--- config.mk ---
export PLATFORM = sky130hd
export DESIGN_NAME = huff_bitpack_flat
export DESIGN_NICKNAME = d
export VERILOG_FILES = /design/src/rtl/huff_pkg.sv /design/src/rtl/huff_bitpack_if.sv /design/src/rtl/huff_code_lut.sv /design/src/rtl/huff_bitpack.sv /design/src/flat_wrapper.sv
export SDC_FILE = /design/constraint.sdc
export NUM_CORES = 1
export LEC_CHECK = 0
export CORE_ASPECT_RATIO = 1.2
export CORE_UTILIZATION = 46
export DETAILED_ROUTE_END_ITERATION = 8
export GPL_TIMING_DRIVEN = 0
export PLACE_DENSITY = 0.69
export RECOVER_POWER = 25
export SYNTH_ARGS = -nofsm -noshare
export SYNTH_HDL_FRONTEND = slang
export SYNTH_SLANG_ARGS = --single-unit
--- constraint.sdc ---
create_clock -name clk -period 12.3 [get_ports clk]
set_clock_uncertainty 0.2 [all_clocks]
set_input_delay 2.46 -clock clk [delete_from_list [all_inputs] [get_ports clk]]
set_output_delay 2.46 -clock clk [all_outputs]
set_load 0.01 [all_outputs]
--- src/rtl/huff_pkg.sv ---
`default_nettype none
// ============================================================================
//  Module      : huff_pkg
//  Description : Shared sizes, FSM states and code-placement helper for the
//                Huffman bit packer.
//  Revision    : 1.0
// ============================================================================
package huff_pkg;

    localparam int NSYM   = 10;
    localparam int SYM_W  = 4;
    localparam int CODE_W = 9;
    localparam int LEN_W  = 4;
    localparam int OUT_W  = 16;
    localparam int ACC_W  = 32;
    localparam int FILL_W = 6;
    localparam int BITS_W = 5;

    localparam logic [FILL_W-1:0] FILL_OUT   = FILL_W'(OUT_W);
    localparam logic [FILL_W:0]   SHIFT_BASE = (FILL_W+1)'(ACC_W);

    typedef enum logic [1:0] {
        IDLE  = 2'd0,
        ACK   = 2'd1,
        RUN   = 2'd2,
        FLUSH = 2'd3
    } state_t;

    // Place a right-aligned code directly below the bits already in the accumulator.
    function automatic logic [ACC_W-1:0] place_code(
        input logic [CODE_W-1:0] code,
        input logic [FILL_W-1:0] fill,
        input logic [LEN_W-1:0]  len
    );
        logic [FILL_W:0] w_sh;
        w_sh = SHIFT_BASE - {1'b0, fill} - {{(FILL_W+1-LEN_W){1'b0}}, len};
        return {{(ACC_W-CODE_W){1'b0}}, code} << w_sh;
    endfunction

endpackage
`default_nettype wire

--- src/rtl/huff_bitpack_if.sv ---
`default_nettype none
// ============================================================================
//  Module      : huff_bitpack_if
//  Description : Table handshake, symbol stream and word stream of the packer.
//  Revision    : 1.0
// ============================================================================
interface huff_bitpack_if;
    import huff_pkg::*;

    logic                    tbl_req;
    logic                    tbl_ack;
    logic [NSYM*CODE_W-1:0]  tbl_code;
    logic [NSYM*LEN_W-1:0]   tbl_len;
    logic                    sym_valid;
    logic [SYM_W-1:0]        sym_in;
    logic                    sym_last;
    logic                    sym_ready;
    logic                    word_valid;
    logic [OUT_W-1:0]        word_out;
    logic                    word_last;
    logic [BITS_W-1:0]       word_bits;
    logic                    word_ready;
    logic                    done;
    logic                    err;

    modport slave (
        input  tbl_req, tbl_code, tbl_len, sym_valid, sym_in, sym_last, word_ready,
        output tbl_ack, sym_ready, word_valid, word_out, word_last, word_bits, done, err
    );

    modport master (
        output tbl_req, tbl_code, tbl_len, sym_valid, sym_in, sym_last, word_ready,
        input  tbl_ack, sym_ready, word_valid, word_out, word_last, word_bits, done, err
    );

endinterface
`default_nettype wire

--- src/rtl/huff_code_lut.sv ---
`default_nettype none
// ============================================================================
//  Module      : huff_code_lut
//  Description : Latched code table with combinational symbol lookup.
//  Revision    : 1.0
// ============================================================================
module huff_code_lut
    import huff_pkg::*;
(
    input  logic                    clk,
    input  logic                    rst_n,
    input  logic                    load,
    input  logic [NSYM*CODE_W-1:0]  tbl_code,
    input  logic [NSYM*LEN_W-1:0]   tbl_len,
    input  logic [SYM_W-1:0]        sym,
    output logic [CODE_W-1:0]       code,
    output logic [LEN_W-1:0]        len,
    output logic                    invalid
);

    logic [NSYM*CODE_W-1:0] r_code;
    logic [NSYM*LEN_W-1:0]  r_len;
    logic [CODE_W-1:0]      w_code_arr [NSYM];
    logic [LEN_W-1:0]       w_len_arr  [NSYM];
    logic                   w_hit;

    always_ff @(posedge clk) begin
        if (!rst_n) begin
            r_code <= '0;
            r_len  <= '0;
        end else if (load) begin
            r_code <= tbl_code;
            r_len  <= tbl_len;
        end
    end

    for (genvar gi = 0; gi < NSYM; gi++) begin : g_unpack
        assign w_code_arr[gi] = r_code[gi*CODE_W +: CODE_W];
        assign w_len_arr[gi]  = r_len[gi*LEN_W +: LEN_W];
    end

    // Symbols beyond the table and zero-length entries both count as invalid.
    always_comb begin
        code  = '0;
        len   = '0;
        w_hit = 1'b0;
        for (int i = 0; i < NSYM; i++) begin
            if (sym == SYM_W'(i)) begin
                code  = w_code_arr[i];
                len   = w_len_arr[i];
                w_hit = 1'b1;
            end
        end
        invalid = !w_hit || (len == '0);
    end

endmodule
`default_nettype wire

--- src/rtl/huff_bitpack.sv ---
`default_nettype none
// ============================================================================
//  Module      : huff_bitpack
//  Description : Latches a Huffman table, packs symbol codes MSB-first into
//                OUT_W-bit words with a zero-padded, length-tagged last word.
//  Revision    : 1.0
// ============================================================================
module huff_bitpack
    import huff_pkg::*;
(
    input  logic          clk,
    input  logic          rst_n,
    huff_bitpack_if.slave bus
);

    state_t              r_state, w_state_nxt;
    logic [ACC_W-1:0]    r_acc, w_acc_nxt;
    logic [FILL_W-1:0]   r_fill, w_fill_nxt;
    logic                r_err, w_err_nxt;
    logic                r_done, w_done_nxt;
    logic                w_load;
    logic                w_sym_ready;
    logic                w_word_valid;
    logic                w_word_last;
    logic [BITS_W-1:0]   w_word_bits;
    logic [CODE_W-1:0]   w_code;
    logic [LEN_W-1:0]    w_len;
    logic                w_invalid;

    huff_code_lut u_lut (
        .clk      (clk),
        .rst_n    (rst_n),
        .load     (w_load),
        .tbl_code (bus.tbl_code),
        .tbl_len  (bus.tbl_len),
        .sym      (bus.sym_in),
        .code     (w_code),
        .len      (w_len),
        .invalid  (w_invalid)
    );

    always_ff @(posedge clk) begin
        if (!rst_n) begin
            r_state <= IDLE;
            r_acc   <= '0;
            r_fill  <= '0;
            r_err   <= 1'b0;
            r_done  <= 1'b0;
        end else begin
            r_state <= w_state_nxt;
            r_acc   <= w_acc_nxt;
            r_fill  <= w_fill_nxt;
            r_err   <= w_err_nxt;
            r_done  <= w_done_nxt;
        end
    end

    always_comb begin
        w_state_nxt  = r_state;
        w_acc_nxt    = r_acc;
        w_fill_nxt   = r_fill;
        w_err_nxt    = r_err;
        w_done_nxt   = 1'b0;
        w_load       = 1'b0;
        w_sym_ready  = 1'b0;
        w_word_valid = 1'b0;
        w_word_last  = 1'b0;
        w_word_bits  = '0;

        case (r_state)
            IDLE: begin
                if (bus.tbl_req) begin
                    w_load      = 1'b1;
                    w_err_nxt   = 1'b0;
                    w_state_nxt = ACK;
                end
            end

            ACK: begin
                if (!bus.tbl_req) begin
                    w_state_nxt = RUN;
                end
            end

            RUN: begin
                // A full word blocks new symbols, so the two handshakes never overlap.
                w_sym_ready  = (r_fill < FILL_OUT);
                w_word_valid = !w_sym_ready;
                if (w_word_valid) begin
                    w_word_bits = BITS_W'(OUT_W);
                end
                if (w_sym_ready && bus.sym_valid) begin
                    if (w_invalid) begin
                        w_err_nxt = 1'b1;
                    end else begin
                        w_acc_nxt  = r_acc | place_code(w_code, r_fill, w_len);
                        w_fill_nxt = r_fill + FILL_W'(w_len);
                    end
                    if (bus.sym_last) begin
                        w_state_nxt = FLUSH;
                    end
                end else if (w_word_valid && bus.word_ready) begin
                    w_acc_nxt  = r_acc << OUT_W;
                    w_fill_nxt = r_fill - FILL_OUT;
                end
            end

            FLUSH: begin
                if (r_fill == '0) begin
                    w_done_nxt  = 1'b1;
                    w_state_nxt = IDLE;
                end else if (r_fill > FILL_OUT) begin
                    w_word_valid = 1'b1;
                    w_word_bits  = BITS_W'(OUT_W);
                    if (bus.word_ready) begin
                        w_acc_nxt  = r_acc << OUT_W;
                        w_fill_nxt = r_fill - FILL_OUT;
                    end
                end else begin
                    w_word_valid = 1'b1;
                    w_word_last  = 1'b1;
                    w_word_bits  = BITS_W'(r_fill);
                    if (bus.word_ready) begin
                        w_acc_nxt   = '0;
                        w_fill_nxt  = '0;
                        w_done_nxt  = 1'b1;
                        w_state_nxt = IDLE;
                    end
                end
            end

            default: begin
                w_state_nxt = IDLE;
            end
        endcase
    end

    assign bus.tbl_ack    = (r_state == ACK);
    assign bus.sym_ready  = w_sym_ready;
    assign bus.word_valid = w_word_valid;
    assign bus.word_out   = r_acc[ACC_W-1 -: OUT_W];
    assign bus.word_last  = w_word_last;
    assign bus.word_bits  = w_word_bits;
    assign bus.done       = r_done;
    assign bus.err        = r_err;

endmodule
`default_nettype wire

--- src/flat_wrapper.sv ---
// flat-port wrapper written by rule: the top's interface ports become plain ports
module huff_bitpack_flat import huff_pkg::*;
  (clk, rst_n, bus_tbl_req, bus_tbl_code, bus_tbl_len, bus_sym_valid, bus_sym_in, bus_sym_last, bus_word_ready, bus_tbl_ack, bus_sym_ready, bus_word_valid, bus_word_out, bus_word_last, bus_word_bits, bus_done, bus_err);
  huff_bitpack_if bus_i ();
  input  logic clk;
  input  logic rst_n;
  input wire logic [$bits(bus_i.tbl_req)-1:0] bus_tbl_req;
  input wire logic [$bits(bus_i.tbl_code)-1:0] bus_tbl_code;
  input wire logic [$bits(bus_i.tbl_len)-1:0] bus_tbl_len;
  input wire logic [$bits(bus_i.sym_valid)-1:0] bus_sym_valid;
  input wire logic [$bits(bus_i.sym_in)-1:0] bus_sym_in;
  input wire logic [$bits(bus_i.sym_last)-1:0] bus_sym_last;
  input wire logic [$bits(bus_i.word_ready)-1:0] bus_word_ready;
  output wire logic [$bits(bus_i.tbl_ack)-1:0] bus_tbl_ack;
  output wire logic [$bits(bus_i.sym_ready)-1:0] bus_sym_ready;
  output wire logic [$bits(bus_i.word_valid)-1:0] bus_word_valid;
  output wire logic [$bits(bus_i.word_out)-1:0] bus_word_out;
  output wire logic [$bits(bus_i.word_last)-1:0] bus_word_last;
  output wire logic [$bits(bus_i.word_bits)-1:0] bus_word_bits;
  output wire logic [$bits(bus_i.done)-1:0] bus_done;
  output wire logic [$bits(bus_i.err)-1:0] bus_err;
  assign bus_i.tbl_req = bus_tbl_req;
  assign bus_i.tbl_code = bus_tbl_code;
  assign bus_i.tbl_len = bus_tbl_len;
  assign bus_i.sym_valid = bus_sym_valid;
  assign bus_i.sym_in = bus_sym_in;
  assign bus_i.sym_last = bus_sym_last;
  assign bus_i.word_ready = bus_word_ready;
  assign bus_tbl_ack = bus_i.tbl_ack;
  assign bus_sym_ready = bus_i.sym_ready;
  assign bus_word_valid = bus_i.word_valid;
  assign bus_word_out = bus_i.word_out;
  assign bus_word_last = bus_i.word_last;
  assign bus_word_bits = bus_i.word_bits;
  assign bus_done = bus_i.done;
  assign bus_err = bus_i.err;
  huff_bitpack u_core (.clk(clk), .rst_n(rst_n), .bus(bus_i));
endmodule
## Word-level counts from Yosys, hierarchy flattened

Cells that the tools add are included.
W data, S select, Z words.

| storage, ports and cells | value |
|---|---|
| register bits after elaboration | 172 |
| latch bits | 0 |
| bits in writable memories | 0 |
| bits in read-only memories | 0 |
| word-level logic and storage cells | 126 |
| memories | 0 |

| operators by class | value |
|---|---|
| add/sub/neg operators | 4 |
| multiply operators | 0 |
| divide/modulo/power cells | 0 |
| magnitude comparators | 2 |
| equality and inequality tests | 23 |
| shift-type cells | 1 |
| multiplexer cells | 73 |
| bitwise gates (word level) | 1 |
| reduce and logical (&&, ||, !) cells | 15 |

Operators with widths:

| cell | number |
|---|---|
| $mux W32 | 7 |
| $mux W9 | 10 |
| $pmux W32 S2 | 1 |
| $mux W6 | 7 |
| $mux W4 | 10 |
| $or A32 B32 Y32 | 1 |
| $shl A9 B7 Y32 | 1 |
| $mux W1 | 23 |
| $eq A4 B3 Y1 const B | 4 |
| $mux W5 | 3 |
| $mux W2 | 7 |
| $ne A2 B2 Y1 const B | 6 |
| $pmux W6 S2 | 1 |
| $pmux W5 S2 | 1 |
| $eq A4 B2 Y1 const B | 2 |
| $eq A4 B4 Y1 const B | 2 |
| $logic_not A4 Y1 | 2 |
| $pmux W2 S4 | 1 |
| $sub A6 B6 Y7 const A | 1 |
| $sub A7 B4 Y7 | 1 |
| $add A6 B4 Y6 | 1 |
| $gt A6 B5 Y1 const B | 1 |
| $logic_not A6 Y1 | 1 |
| $lt A6 B5 Y1 const B | 1 |
| 18 further kinds | 24 |

## Depth between registers and ports, before layout

| depth | value |
|---|---|
| word-level depth | 17 |
| mapped depth | 19 |

## Hierarchy

Synthesis repeated with hierarchy kept, for this count alone.

| unflattened totals | value |
|---|---|
| cells, all modules | 1062 |
| area, all modules | 9759.4 um^2 |

Modules (own cells, without submodules):

| module | instances | cells each | area each (um^2) |
|---|---|---|---|
| huff_code_lut | 1 | 608 | 6209.7 |
| huff_bitpack | 1 | 454 | 3549.7 |

## Worst setup path before layout

No wires, ideal clock.

| path | value |
|---|---|
| path type | input port to flip-flop |
| start | input port bus_sym_in[0] |
| end | register u_core.r_acc[26] |
| library setup time | 136 ps |
| arrival | 6008 ps |
| slack | 5956 ps |
| stages | 16 |
| path buffers | 3 |
| path through | buf_6 buf_6 or3_1 o221a_2 o22ai_4 inv_1 ha_1 ha_1 and3b_1 a311oi_1 o21ai_0 clkbuf_1 o2111ai_1 o22ai_1 a22oi_1 o221ai_1 |

| between the ends | value |
|---|---|
| cells in the longest elaborated chain, start to end | 17 |
| elaborated cells between the ends (all ways) | 51 |
| classes of those cells | add/sub (1); eq/ne (10); shift (1); mux (33); bitwise (1); reduce/logical (5) |

Ends and longest elaborated chain:

| item | RTL line | text |
|---|---|---|
| start: declaration | flat_wrapper.sv:11 | `input wire logic [$bits(bus_i.sym_in)-1:0] bus_sym_in;` |
| $logic_not A4 Y1 | huff_code_lut.sv:48 | `if (sym == SYM_W'(i)) begin` |
| $mux W4 (10 in series) | huff_code_lut.sv:48 |  |
| $sub A7 B4 Y7 | huff_pkg.sv:36 | `w_sh = SHIFT_BASE - {1'b0, fill} - {{(FILL_W+1-LEN_W){1'b0}}, len};` |
| $shl A9 B7 Y32 | huff_pkg.sv:37 | `return {{(ACC_W-CODE_W){1'b0}}, code} << w_sh;` |
| $or A32 B32 Y32 | huff_bitpack.sv:96 | `w_acc_nxt = r_acc \| place_code(w_code, r_fill, w_len);` |
| $mux W32 | huff_bitpack.sv:93 | `if (w_invalid) begin` |
| $mux W32 | huff_bitpack.sv:92 | `if (w_sym_ready && bus.sym_valid) begin` |
| $pmux W32 S2 | huff_bitpack.sv:70 | `case (r_state)` |
| end signal: assignment | huff_bitpack.sv:51 | `r_acc <= w_acc_nxt;` |
| end: declaration | huff_bitpack.sv:17 | `logic [ACC_W-1:0] r_acc, w_acc_nxt;` |

Parallel ways exist; a longest one is shown, timed or not. The select of a mux whose other input is x is not followed.
A chain may end at the register's enable or synchronous reset.

## Worst setup path after layout

| path | value |
|---|---|
| start | input port bus_sym_in[3] |
| end | register u_core.r_acc[28] |

Same word-level chain as after synthesis.

==> flow_metrics.py <==
metrics = {
    "logic_synthesis": {
        "synth_top_area_share_pct": 35.55,
        "synth.area.top_cells": "dfxtp_1, nand2_1, a21oi_1, mux2i_1, ha_1",
        "ys_types": 83,
        "postSynth.asyncResetShare_pct": 0,
        "synth_flop_cell": "dfxtp_1",
        "synth-edff-count": 0,
        "synthesis.nets": 1450,
        "ys_seq_area_share_pct": 35.55,
        "synth_area_mm2": 0.009687,
        "yosys_warnings": 0,
        "yosys.area.top_type": "dfxtp_1",
        "ys_ff_latch": 172,
        "syn_area_per_cell_um2": 7.521,
        "postSynthCellCount": 1288,
    },
    "cts": {
        "post_cts_buffers": 0,
        "clk_pin_slew_worst_paths_ns": 0.08,
        "cts_buffers": 17,
        "clk-insertion-delay-late_ns": 0.44,
        "cts_root_buf": "clkbuf_16",
        "tritoncts": "done",
        "clkSinkCount": 172,
        "cts_repair_resize_count": 0,
        "htree_num_levels": 4,
        "hold_buffers": 0,
        "clockBufferDepth": 2,
    },
    "grt": {
        "antenna_found_initial": 0,
        "grt_pass1_vias": 9727,
        "grt_max_degree": 19,
        "track_usage_pct": 31.32,
        "grt.overflow.total": 0,
        "grt_pass1_wl_um": 52180,
    },
    "setup_path": {
        "worstPathMaxFanout": 10,
        "cp.arrival_ns": 7.63,
        "critical_path.max_stage_delay_ns": 0.55,
        "rr_worst_depth": 14,
        "cpMaxStageDelayCell": "clkdlybuf4s50_1",
        "setup.worst_path.class": "input pin to flip-flop",
        "end_kind": "flip-flop",
        "crit_family": "compound AO/OA/AOI/OAI gates",
        "cp_num_buf_inv": 3,
        "cp_cell_sequence": "clkdlybuf4s50_1 -> buf_2 -> nor2b_1 -> o221ai_1 -> o221a_2 -> o22ai_4 -> inv_1 -> ha_1 -> ha_1 -> and3b_1 -> a311oi_1 -> o21a_1 -> nor4b_1 -> and2_1 -> a221oi_1 -> a2bb2oi_1 -> a41oi_1",
        "cp.required_ns": 12.41,
        "regToRegSetupSlack_ns": 7.60,
        "cpMostUsedCell": "ha_1",
        "worst-path-stages": 17,
        "cp-start-kind": "input pin",
    },
    "hold_path": {
        "min_path_type": "flip-flop to flip-flop",
        "whs_path_depth": 2,
    },
    "detailed_routing": {
        "dr_total_vias": 10045,
        "drt_iter0_drc": 780,
        "remaining_drc_errors": 0,
        "vias_per_cell": 5.743,
        "ant_nets": 0,
        "dr.pass1.iters": 6,
        "drt-total-wl_um": 33260,
        "wl_per_cell_um": 19.02,
    },
    "placement": {
        "io_buffer_count": 164,
        "place_ws_ns": 4.447,
        "gp_congestion": 0.9766,
        "dp.final_hpwl_um": 26050,
        "dp.cells": 1717,
    },
    "sta": {
        "fin_tns_setup_ns": 0,
        "setup_slack_ns": 4.780,
        "max_slew.worst_pin.slew_ns": 1.396,
        "setup_viol": 0,
        "hold_ws_ns": 0.2449,
        "finalCritPeriodShare_pct": 61.14,
        "rsz0062_at_grt": "false",
        "max_slew_margin_pct": 5.623,
        "drv_slew": 0,
        "hold_viol_final": 0,
        "clock.fmax_mhz": 133.0,
        "final.min_clock_period_ns": 7.520,
    },
    "pwr": {
        "power.density_mw_per_mm2": 195.6,
        "cellLeakagePower_nw": 4.541,
        "peakVddDrop_uv": 117.9,
    },
    "job": {
        "cap_violations": 0,
    },
    "layout": {
        "area_growth_pct": 26.65,
        "fin_util_pct": 59.94,
        "final_common_cell": "nand2_1",
        "drive_gt1_share_pct": 7.547,
        "antenna_cells": 0,
        "fin_cells": 1749,
        "nets": 1633,
        "final_cell_mix": "nand2_1, a21oi_1, dfxtp_1",
    },
    "die": {
        "num_io_pins": 167,
        "die_w_um": 134.5,
        "die_y_um": 161.0,
        "rows": 57,
        "dieArea_mm2": 0.02165,
        "start_util_pct": 47.33,
        "core_mm2": 0.02047,
    },
    "status": {
        "status": "complete, no violations",
    },
}
-- kinds of logic (layout without fill, tap and decap cells) --
logic type                 after synthesis  count (layout)  synth area share [%]
buffers and inverters                  143             339                 7.233
xor gates and xnor gates                 9               9                0.8138
DFF                                    172             172                 35.55
adders and majority gates               22              22                 2.919
AOI/OAI and AO/OA                      380             380                 25.15
and+or+nand+nor                        527             527                 24.39
muxes                                   35              35                 3.952
-- power by group --
part | total [mW] | switching [mW] | internal (mW)
Combinational | 1.10 | 0.713 | 0.392
Clock | 0.559 | 0.263 | 0.297
Sequential | 0.736 | 0.0738 | 0.662
-- path summary, 6_finish.rpt --
check	start	endpoint
max	bus_sym_in[3]	u_core.r_acc[28]
min	u_core.r_acc[5]	u_core.r_acc[5]
max reg2reg	u_core.u_lut.r_len[7]	u_core.r_acc[28]
min reg2reg	u_core.r_acc[5]	u_core.r_acc[5]
-- cell type report --
class                           count  area (µm²)
Multi-Input combinational cell    973        5543
Fill cell                        1991        8200
Sequential cell                   172        3443
Inverter                           35       131.4
Timing Repair Buffer              164        1642
Clock inverter                     14       168.9
Tap cell                          265       331.6
Buffer                            108       569.3
Clock buffer                       18       439.2
-- layer usage --
metal  routed length, µm  global-route usage [%]  up-vias  share of wire (%)
met5                   0                       0        -                  0
met4                1399                   14.10        0                4.2
met3                1689                   4.388       97                5.1
met2               17150                   57.23      405                 52
met1               13020                   35.77     4662                 39
li1                    -                       -     4881                  -
-- cells in the mapped netlist, drive strengths merged, types with 10 or more instances --
cell type,instances
nor3,17
nand3b,10
a21oi,179
nand2,322
o22ai,20
clkbuf,61
inv,33
a22oi,11
a211oi,16
mux2i,27
nand2b,11
a31oi,17
nand3,27
ha,21
nor2,68
and2,16
dfxtp,172
buf,47
o21ai,41
-- flip-flops by register name, summed over array words and instances, names as in the netlist --
signal and count:
u_core.bus.done 1, u_core.r_acc 32, u_core.r_state 2, u_core.u_lut.r_code 90
u_core.r_fill 6, u_core.u_lut.r_len 40, u_core.bus.err 1
-- stage by stage --
stage	total power [mW]	area, µm²
6_report	2.400	12270
2_1_floorplan	1.462	9687
5_1_grt	2.540	12270
4_1_cts	2.395	12270
3_3_place_gp	1.828	11660
3_5_place_dp	1.839	11660
-- worst reg2reg max path, cell delays in order, from the launching register on --
cell       delay (ns)
dfxtp_1          0.33
inv_1            0.06
o31a_1           0.29
o32ai_1          0.12
o21a_1           0.41
ha_1             0.34
ha_1             0.34
and3b_1          0.18
a311oi_1         0.54
o21a_1           0.32
nor4b_1          0.19
and2_1           0.25
a221oi_1         0.50
a2bb2oi_1        0.35
a41oi_1          0.15
Power figures use the tool's default switching activity.
